<file path="config.mk">
export PLATFORM = sky130hd
export DESIGN_NAME = arbitro_memoria_dados
export DESIGN_NICKNAME = d
export VERILOG_FILES = /design/src/rtl/arbitro_memoria_dados.sv
export SDC_FILE = /design/constraint.sdc
export NUM_CORES = 1
export LEC_CHECK = 0
export ABC_AREA = 1
export CAP_MARGIN = 20
export CORE_MARGIN = 3
export CORE_UTILIZATION = 25
export CTS_BUF_LIST = sky130_fd_sc_hd__clkbuf_8
export DETAILED_ROUTE_END_ITERATION = 16
export GPL_ROUTABILITY_DRIVEN = 0
export PLACE_DENSITY = 0.5
export SLEW_MARGIN = 0
export SYNTH_ARGS = -nofsm -noshare
export SYNTH_HDL_FRONTEND = slang
export SYNTH_SLANG_ARGS = --single-unit
</file>
<file path="constraint.sdc">
create_clock -name Clock -period 1.66 [get_ports Clock]
set_input_delay 0.498 -clock Clock [delete_from_list [all_inputs] [get_ports Clock]]
set_output_delay 0.498 -clock Clock [all_outputs]
set_load 0.02 [all_outputs]
</file>
<file path="src/rtl/arbitro_memoria_dados.sv">
// Purpose : two-port round-robin arbiter and access sequencer in front of a
//           single-port data memory (write on rising edge, read on falling edge).
// Latency : 3 cycles per access (OCIOSO -> ACESSO -> RESPOSTA). Pronto pulses in
//           the second cycle after the grant edge. Back-to-back requests are served
//           one every 3 cycles.
// Backpressure: a requester holds Req and its operands stable until its Pronto
//           pulse. A losing port simply keeps waiting in OCIOSO.
//
// Ports:
//   Clock, Reset            rising-edge clock, asynchronous active-high reset
//   Req0/Esc0/End0/Dado0    port 0 (CPU) request, 1=write, address, write data
//   Pronto0/DadoLido0       port 0 completion pulse and read data
//   Req1 .. DadoLido1       same for port 1 (loader / debug)
//   MemEndereco, MemDadoEscrito, MemEscMem, MemLerMem, MemDadoLido
//                           single-port memory interface
//   ContAcessos0/1          (only with ARBITRO_CONTADORES_EN) 16-bit completed
//                           access counters per port, wrapping
//
// Optional build macro: ARBITRO_CONTADORES_EN adds the per-port access counters.
module arbitro_memoria_dados #(
  parameter int LARGURA_END  = 8,
  parameter int LARGURA_DADO = 8
) (
  input  logic                    Clock,
  input  logic                    Reset,
  input  logic                    Req0,
  input  logic                    Esc0,
  input  logic [LARGURA_END-1:0]  End0,
  input  logic [LARGURA_DADO-1:0] Dado0,
  output logic                    Pronto0,
  output logic [LARGURA_DADO-1:0] DadoLido0,
  input  logic                    Req1,
  input  logic                    Esc1,
  input  logic [LARGURA_END-1:0]  End1,
  input  logic [LARGURA_DADO-1:0] Dado1,
  output logic                    Pronto1,
  output logic [LARGURA_DADO-1:0] DadoLido1,
  output logic [LARGURA_END-1:0]  MemEndereco,
  output logic [LARGURA_DADO-1:0] MemDadoEscrito,
  output logic                    MemEscMem,
  output logic                    MemLerMem,
  input  logic [LARGURA_DADO-1:0] MemDadoLido
`ifdef ARBITRO_CONTADORES_EN
  ,
  output logic [15:0]             ContAcessos0,
  output logic [15:0]             ContAcessos1
`endif
);

  localparam logic [1:0] OCIOSO   = 2'd0;
  localparam logic [1:0] ACESSO   = 2'd1;
  localparam logic [1:0] RESPOSTA = 2'd2;

  logic [1:0]              state_q,   state_d;
  logic                    grant_q,   grant_d;   // port owning the current access
  logic                    ultimo_q,  ultimo_d;  // last port served, loses the next tie
  logic [LARGURA_END-1:0]  end_q,     end_d;
  logic [LARGURA_DADO-1:0] dado_q,    dado_d;
  logic                    esc_q,     esc_d;
  logic                    ler_q,     ler_d;
  logic                    pronto0_q, pronto0_d;
  logic                    pronto1_q, pronto1_d;
  logic [LARGURA_DADO-1:0] lido0_q,   lido0_d;
  logic [LARGURA_DADO-1:0] lido1_q,   lido1_d;

  logic                    sel;       // port chosen in OCIOSO this cycle
  logic                    esc_sel;   // access type of the chosen port

  always_comb begin
    state_d   = state_q;
    grant_d   = grant_q;
    ultimo_d  = ultimo_q;
    end_d     = end_q;
    dado_d    = dado_q;
    esc_d     = esc_q;
    ler_d     = ler_q;
    pronto0_d = 1'b0;
    pronto1_d = 1'b0;
    lido0_d   = lido0_q;
    lido1_d   = lido1_q;
    sel       = 1'b0;
    esc_sel   = 1'b0;

    case (state_q)
      OCIOSO: begin
        esc_d = 1'b0;
        ler_d = 1'b0;
        if (Req0 || Req1) begin
          // A lone request wins outright; on a tie the port that was not
          // served last wins, giving strict alternation under full load.
          sel     = (Req0 && Req1) ? ~ultimo_q : Req1;
          esc_sel = sel ? Esc1 : Esc0;
          grant_d = sel;
          // Operands are latched here so later requester changes cannot
          // disturb the access in flight.
          end_d   = sel ? End1  : End0;
          dado_d  = sel ? Dado1 : Dado0;
          esc_d   = esc_sel;
          ler_d   = ~esc_sel;
          state_d = ACESSO;
        end
      end

      ACESSO: begin
        // Memory already drove read data on the mid-cycle falling edge.
        if (ler_q) begin
          if (grant_q) lido1_d = MemDadoLido;
          else         lido0_d = MemDadoLido;
        end
        esc_d     = 1'b0;
        ler_d     = 1'b0;
        pronto0_d = ~grant_q;
        pronto1_d = grant_q;
        ultimo_d  = grant_q;
        state_d   = RESPOSTA;
      end

      RESPOSTA: begin
        state_d = OCIOSO;
      end

      default: begin
        esc_d   = 1'b0;
        ler_d   = 1'b0;
        state_d = OCIOSO;
      end
    endcase
  end

  // Strobes are plain registers, so the async reset removes them at once and an
  // unfinished write never sees its closing rising edge with MemEscMem high.
  always_ff @(posedge Clock or posedge Reset) begin
    if (Reset) begin
      state_q   <= OCIOSO;
      grant_q   <= 1'b0;
      ultimo_q  <= 1'b1;
      end_q     <= '0;
      dado_q    <= '0;
      esc_q     <= 1'b0;
      ler_q     <= 1'b0;
      pronto0_q <= 1'b0;
      pronto1_q <= 1'b0;
      lido0_q   <= '0;
      lido1_q   <= '0;
    end else begin
      state_q   <= state_d;
      grant_q   <= grant_d;
      ultimo_q  <= ultimo_d;
      end_q     <= end_d;
      dado_q    <= dado_d;
      esc_q     <= esc_d;
      ler_q     <= ler_d;
      pronto0_q <= pronto0_d;
      pronto1_q <= pronto1_d;
      lido0_q   <= lido0_d;
      lido1_q   <= lido1_d;
    end
  end

  assign MemEndereco    = end_q;
  assign MemDadoEscrito = dado_q;
  assign MemEscMem      = esc_q;
  assign MemLerMem      = ler_q;
  assign Pronto0        = pronto0_q;
  assign Pronto1        = pronto1_q;
  assign DadoLido0      = lido0_q;
  assign DadoLido1      = lido1_q;

`ifdef ARBITRO_CONTADORES_EN
  logic [15:0] cont0_q, cont0_d;
  logic [15:0] cont1_q, cont1_d;

  // Count on the edge that raises Pronto; an access aborted by reset never
  // gets there, so it is never counted. Natural 16-bit wrap.
  always_comb begin
    cont0_d = cont0_q + {15'd0, pronto0_d};
    cont1_d = cont1_q + {15'd0, pronto1_d};
  end

  always_ff @(posedge Clock or posedge Reset) begin
    if (Reset) begin
      cont0_q <= 16'd0;
      cont1_q <= 16'd0;
    end else begin
      cont0_q <= cont0_d;
      cont1_q <= cont1_d;
    end
  end

  assign ContAcessos0 = cont0_q;
  assign ContAcessos1 = cont1_q;
`endif

  // The single-port memory must never be asked to read and write at once.
  a_strobe_exclusivo: assert property (@(posedge Clock) disable iff (Reset)
    !(MemEscMem && MemLerMem));

endmodule

</file>
After elaboration in Yosys (flattened, before gate mapping):

Cells that the tools add are included.

* equality and inequality tests: 3
* mux-type cells: 12
* bitwise logic cells: 3
* reduce and logical (&&, ||, !) cells: 6

Operators by type and width (count)
* two-way mux 8 bit: 2
* two-way mux 1 bit: 6
* AND reduction 3 bit: 2
* one-hot mux 1 bit (2 select lines): 2
* one-hot mux 2 bit (2 select lines): 1
* NOT 1 bit: 3
* equality test 2 x 1 -> 1 bit, second input constant: 1
* equality test 2 bit, second input constant: 1
* logical NOT 2 bit: 1
* two-way mux 2 bit: 1
* != test 2 bit, second input constant: 1
* AND reduction 2 bit: 1
* logical AND 1 bit: 1
* logical OR 1 bit: 1

* register bits: 40
* input port bits: 46
* output and inout bits: 36
* logic and storage cells: 35

Logic depth before layout (Yosys ltp):

Gate-level depths: netlist (run 1).

* word-level depth: 6
* gate-level depth with buffers: 6
* depth with buffers taken out: 5

Worst setup path after synthesis (run 1):

No wires, ideal clock.

* path kind: input to register
* start point: in Req1
* end point: reg ler_q (netlist: MemLerMem)
* library setup time: 0.117 ns
* arrival: 1.115 ns
* required time: 1.543 ns
* slack: 0.428 ns
* cell stages on the path: 5
* path buffers: 1
* cells stage by stage: nor2_1 > nor2_8 > buf_6 > nand3_2 > nand2_1

* word-level cells in the longest chain between the ends: 6
* elaborated cells on any way between the ends: 7
* those cells by class: 4 x mux; 1 x bitwise; 2 x reduce/logical

Ends and longest elaborated chain
* from (decl): RTL line 32 `input logic Req1,`
* logical AND 1 bit: RTL line 91 `sel = (Req0 && Req1) ? ~ultimo_q : Req1;`
* two-way mux 1 bit: RTL line 91
* two-way mux 1 bit: RTL line 92 `esc_sel = sel ? Esc1 : Esc0;`
* NOT 1 bit: RTL line 99 `ler_d = ~esc_sel;`
* two-way mux 1 bit *: RTL line 88 `if (Req0 || Req1) begin`
* one-hot mux 1 bit (2 select lines) *: RTL line 84 `case (state_q)`
* to (signal assigned): RTL line 152 `ler_q <= ler_d;`
* to (decl): RTL line 60 `logic ler_q, ler_d;`

Mark *: on every way between the ends. The rest lies on a longest branch, timed or not.
A chain may end at the register's enable or synchronous reset.

Worst setup path in the final report (run 1):

* start point: reg ler_q (netlist: MemLerMem)
* end point: out MemLerMem

RTL lines
* to (decl): RTL line 41 `output logic MemLerMem,`

No word-level cell between the ends.

==> results of run 1 <==
-- worst paths after layout --
check	startpoint	end	cells after the start
worst max-delay path	MemLerMem$_DFFE_PP0P_	MemLerMem	1
worst min-delay path	Reset	DadoLido0[4]$_DFFE_PP0P_	2
worst max register to register	state_q[1]$_DFFE_PP0P_	DadoLido1[3]$_DFFE_PP0P_	4
max in group asynchronous	Reset	DadoLido0[2]$_DFFE_PP0P_	3
worst min register to register	MemDadoEscrito[6]$_DFFE_PP0P_	MemDadoEscrito[6]$_DFFE_PP0P_	2
min in group Clock	MemDadoEscrito[6]$_DFFE_PP0P_	MemDadoEscrito[6]$_DFFE_PP0P_	2
-- through the flow --
step	TNS, ps	area, um^2
after global placement	-1310	2910
final	0	2980
after detailed placement	-1920	2910
after global routing	0	2980
after floorplan	0	1970
after CTS	0	2980
-- per-layer routing --
layer / track usage (%) / wire (um) / vias up
met5: 0 / 0 / -
met4: 2.88 / 40 / 0
met3: 3.59 / 297 / 4
met2: 19.3 / 2440 / 44
met1: 15.7 / 2250 / 751
li1: - / - / 888
-- report_power, final --
part / leakage [uW] / switching [uW] / internal (uW)
sequential: 0.000485 / 284 / 1470
clock: 0.0000593 / 333 / 440
combinational: 0.00106 / 1430 / 939
-- layout make-up --
| cell class | instances | area [um^2] | share of cell area (%) |
|---|---|---|---|
| Timing Repair Buffer | 88 | 843 | 28.3 |
| Clock buffer | 5 | 68.8 | 2.31 |
| Inverter | 48 | 180 | 6.06 |
| Multi-Input combinational cell | 139 | 718 | 24.1 |
| Tap cell | 99 | 124 | 4.16 |
| Sequential cell | 40 | 1000 | 33.7 |
| Clock inverter | 3 | 38.8 | 1.30 |
-- flip-flops by register name, indices dropped and copies added (netlist names) --
signal / count
Pronto1: 1
MemEscMem: 1
DadoLido1: 8
MemDadoEscrito: 8
Pronto0: 1
MemLerMem: 1
grant_q: 1
MemEndereco: 8
ultimo_q: 1
state_q: 2
DadoLido0: 8
-- cells by family (layout without fill, tap and decap cells) --
group / count (synthesis) / in the layout / synth area share (%)
AOI/OAI and AO/OA: 18 / 18 / 6.29
DFF: 40 / 40 / 50.9
buffers and inverters: 56 / 144 / 12.6
and+or+nand+nor: 121 / 121 / 30.2
-- cells in the mapped netlist --
cell type  instances
o21ai_2            9
nor2_1             4
dfrtp_1           39
buf_2              1
o21ai_1            9
nand3_1           29
buf_6              3
nand4_2            1
nand2_4            1
nor2_4             1
inv_2              2
inv_1             46
nand2_2            3
nor2_8             1
buf_4              4
nand2_1           72
dfstp_2            1
nand3_2            9
-- what timing repair did --
| action | 4_1_cts | 5_1_grt |
|---|---|---|
| gates resized for setup | 36 | 0 |
| setup endpoints to repair | 36 | 0 |
| buffers inserted | 0 | 0 |
==> key figures, run 1 <==
Timing
  – Worst-margin pin slew: 426 ps
  – RSZ-0062 raised after global routing: false
  – Fin Hold WS: 476 ps
  – Minimum clock period after layout: 1560 ps
  – Final setup fails: 0
  – Fin crit share: 94.1%
  – Worst rel slew slack: 71.5%
  – Final Max Slew Viols: 0
  – Final hold vios: 0
  – Setup WS post-layout: 97.6 ps
  – Max Clk Rate: 0.640 GHz
  – Clock Skew: 6.95 ps

GRT
  – Total global routing overflow: 0
  – First-pass GRT wire length: 8490 um
  – Largest net degree at the start of global routing: 22
  – Vias in the first global route: 1,771
  – Initial antenna violation count: 0
  – Aggregate global-route resource usage: 11.9%

Final layout
  – Share of cells above drive strength 1: 13.3%
  – Most frequent cells in the layout: nand2_1, inv_1, clkdlybuf4s50_1
  – Fill count: 770
  – Synthesis-to-layout area growth: 51.1%
  – Non-filler cells, final: 422
  – Nets: 368
  – Final Util: 40.0%
  – Ant diodes: 0
  – Commonest non-fill, non-tap cell in the layout: nand2_1

Logic synthesis
  – Area leader, netlist: dfrtp_1
  – Synth Instances: 235
  – Yosys Warn Count: 0
  – Mapped Avg Cell Area: 8.38 um^2
  – Synth unique cells: 18
  – Largest cells by area after synthesis: dfrtp_1, nand2_1, inv_1
  – FF+latch count, synth: 40
  – Register area share after synthesis: 50.9%
  – Synth top area share: 49.6%
  – Cell Area, Synth: 1970 um^2
  – Synth Net Count: 281

Die
  – DIE HEIGHT: 94.8 um
  – Core area: 7450 um^2
  – Initial Util: 26.4%
  – Core Rows: 31
  – Chip Width: 94.8 um
  – DIE AREA: 8980 um^2
  – I/O pin total: 82

Worst setup path
  – FF-to-FF setup slack: 410 ps
  – Startpoint types: flip-flop
  – Crit-path max FO: 4
  – Cell Chain, Critical Path: dlygate4sd2_1
  – Worst stage delay on the critical path: 420 ps
  – Critical path class: reg2out
  – CP bufs+invs: 1
  – CP max stage cell: dfrtp_1
  – CP required: 1160 ps
  – CP delay by family, top: flip-flops
  – CP Capture Type: output pin
  – CP Data Arrival Time: 1060 ps

Clocking
  – Clk Latency, worst-skew pair: 290 ps
  – CTS Root Cell: clkbuf_8
  – Num CTS Buffers: 5
  – Hold-fix buffer count after cts: 0
  – CTS Buffer Depth: 2
  – Num Clock Sinks: 40
  – CTS tree: built
  – H-tree levels: 2
  – Reg clk slew, reported paths: 80 ps

Pwr
  – Pwr dens: 1640 nW/um^2
  – Worst ir drop on vdd: 522 uV
  – Pleak: 0.00161 uW
  – Total power: 4890 uW

Routing
  – Vias: 1,687
  – DRT Wirelength: 5030 um
  – Initial drt markers: 34
  – Drt pass-1 iters: 4
  – DRC: 0
  – Routed vias/inst: 4.00
  – Routed WL per cell: 11.9 um
  – Antenna Nets Post-Route: 0

Place
  – Place WS: -136 ps
  – Buffers on Ports: 81
  – Placed cells: 414
  – HPWL Detailed: 3840 um

Job
  – Max_cap viols: 0

Outcome
  – Status: finished clean

Hold path
  – HP Class: in2async
(Power assumes the default switching activity.)
==> inputs of run 2 (changes only) <==
--- a/config.mk
+++ b/config.mk
@@ -13,7 +13,7 @@
 export DETAILED_ROUTE_END_ITERATION = 16
 export GPL_ROUTABILITY_DRIVEN = 0
 export PLACE_DENSITY = 0.5
-export SLEW_MARGIN = 0
+export SLEW_MARGIN = 30
 export SYNTH_ARGS = -nofsm -noshare
 export SYNTH_HDL_FRONTEND = slang
 export SYNTH_SLANG_ARGS = --single-unit
==> results of run 2 <==
No change in the layout: final DEF, timing and power equal those of run 1.
==> inputs of run 3 (changes only) <==
--- a/config.mk
+++ b/config.mk
@@ -17,3 +17,4 @@
 export SYNTH_ARGS = -nofsm -noshare
 export SYNTH_HDL_FRONTEND = slang
 export SYNTH_SLANG_ARGS = --single-unit
+export TNS_END_PERCENT = 50
==> results of run 3 <==
No change in the layout: final DEF, timing and power equal those of run 1.
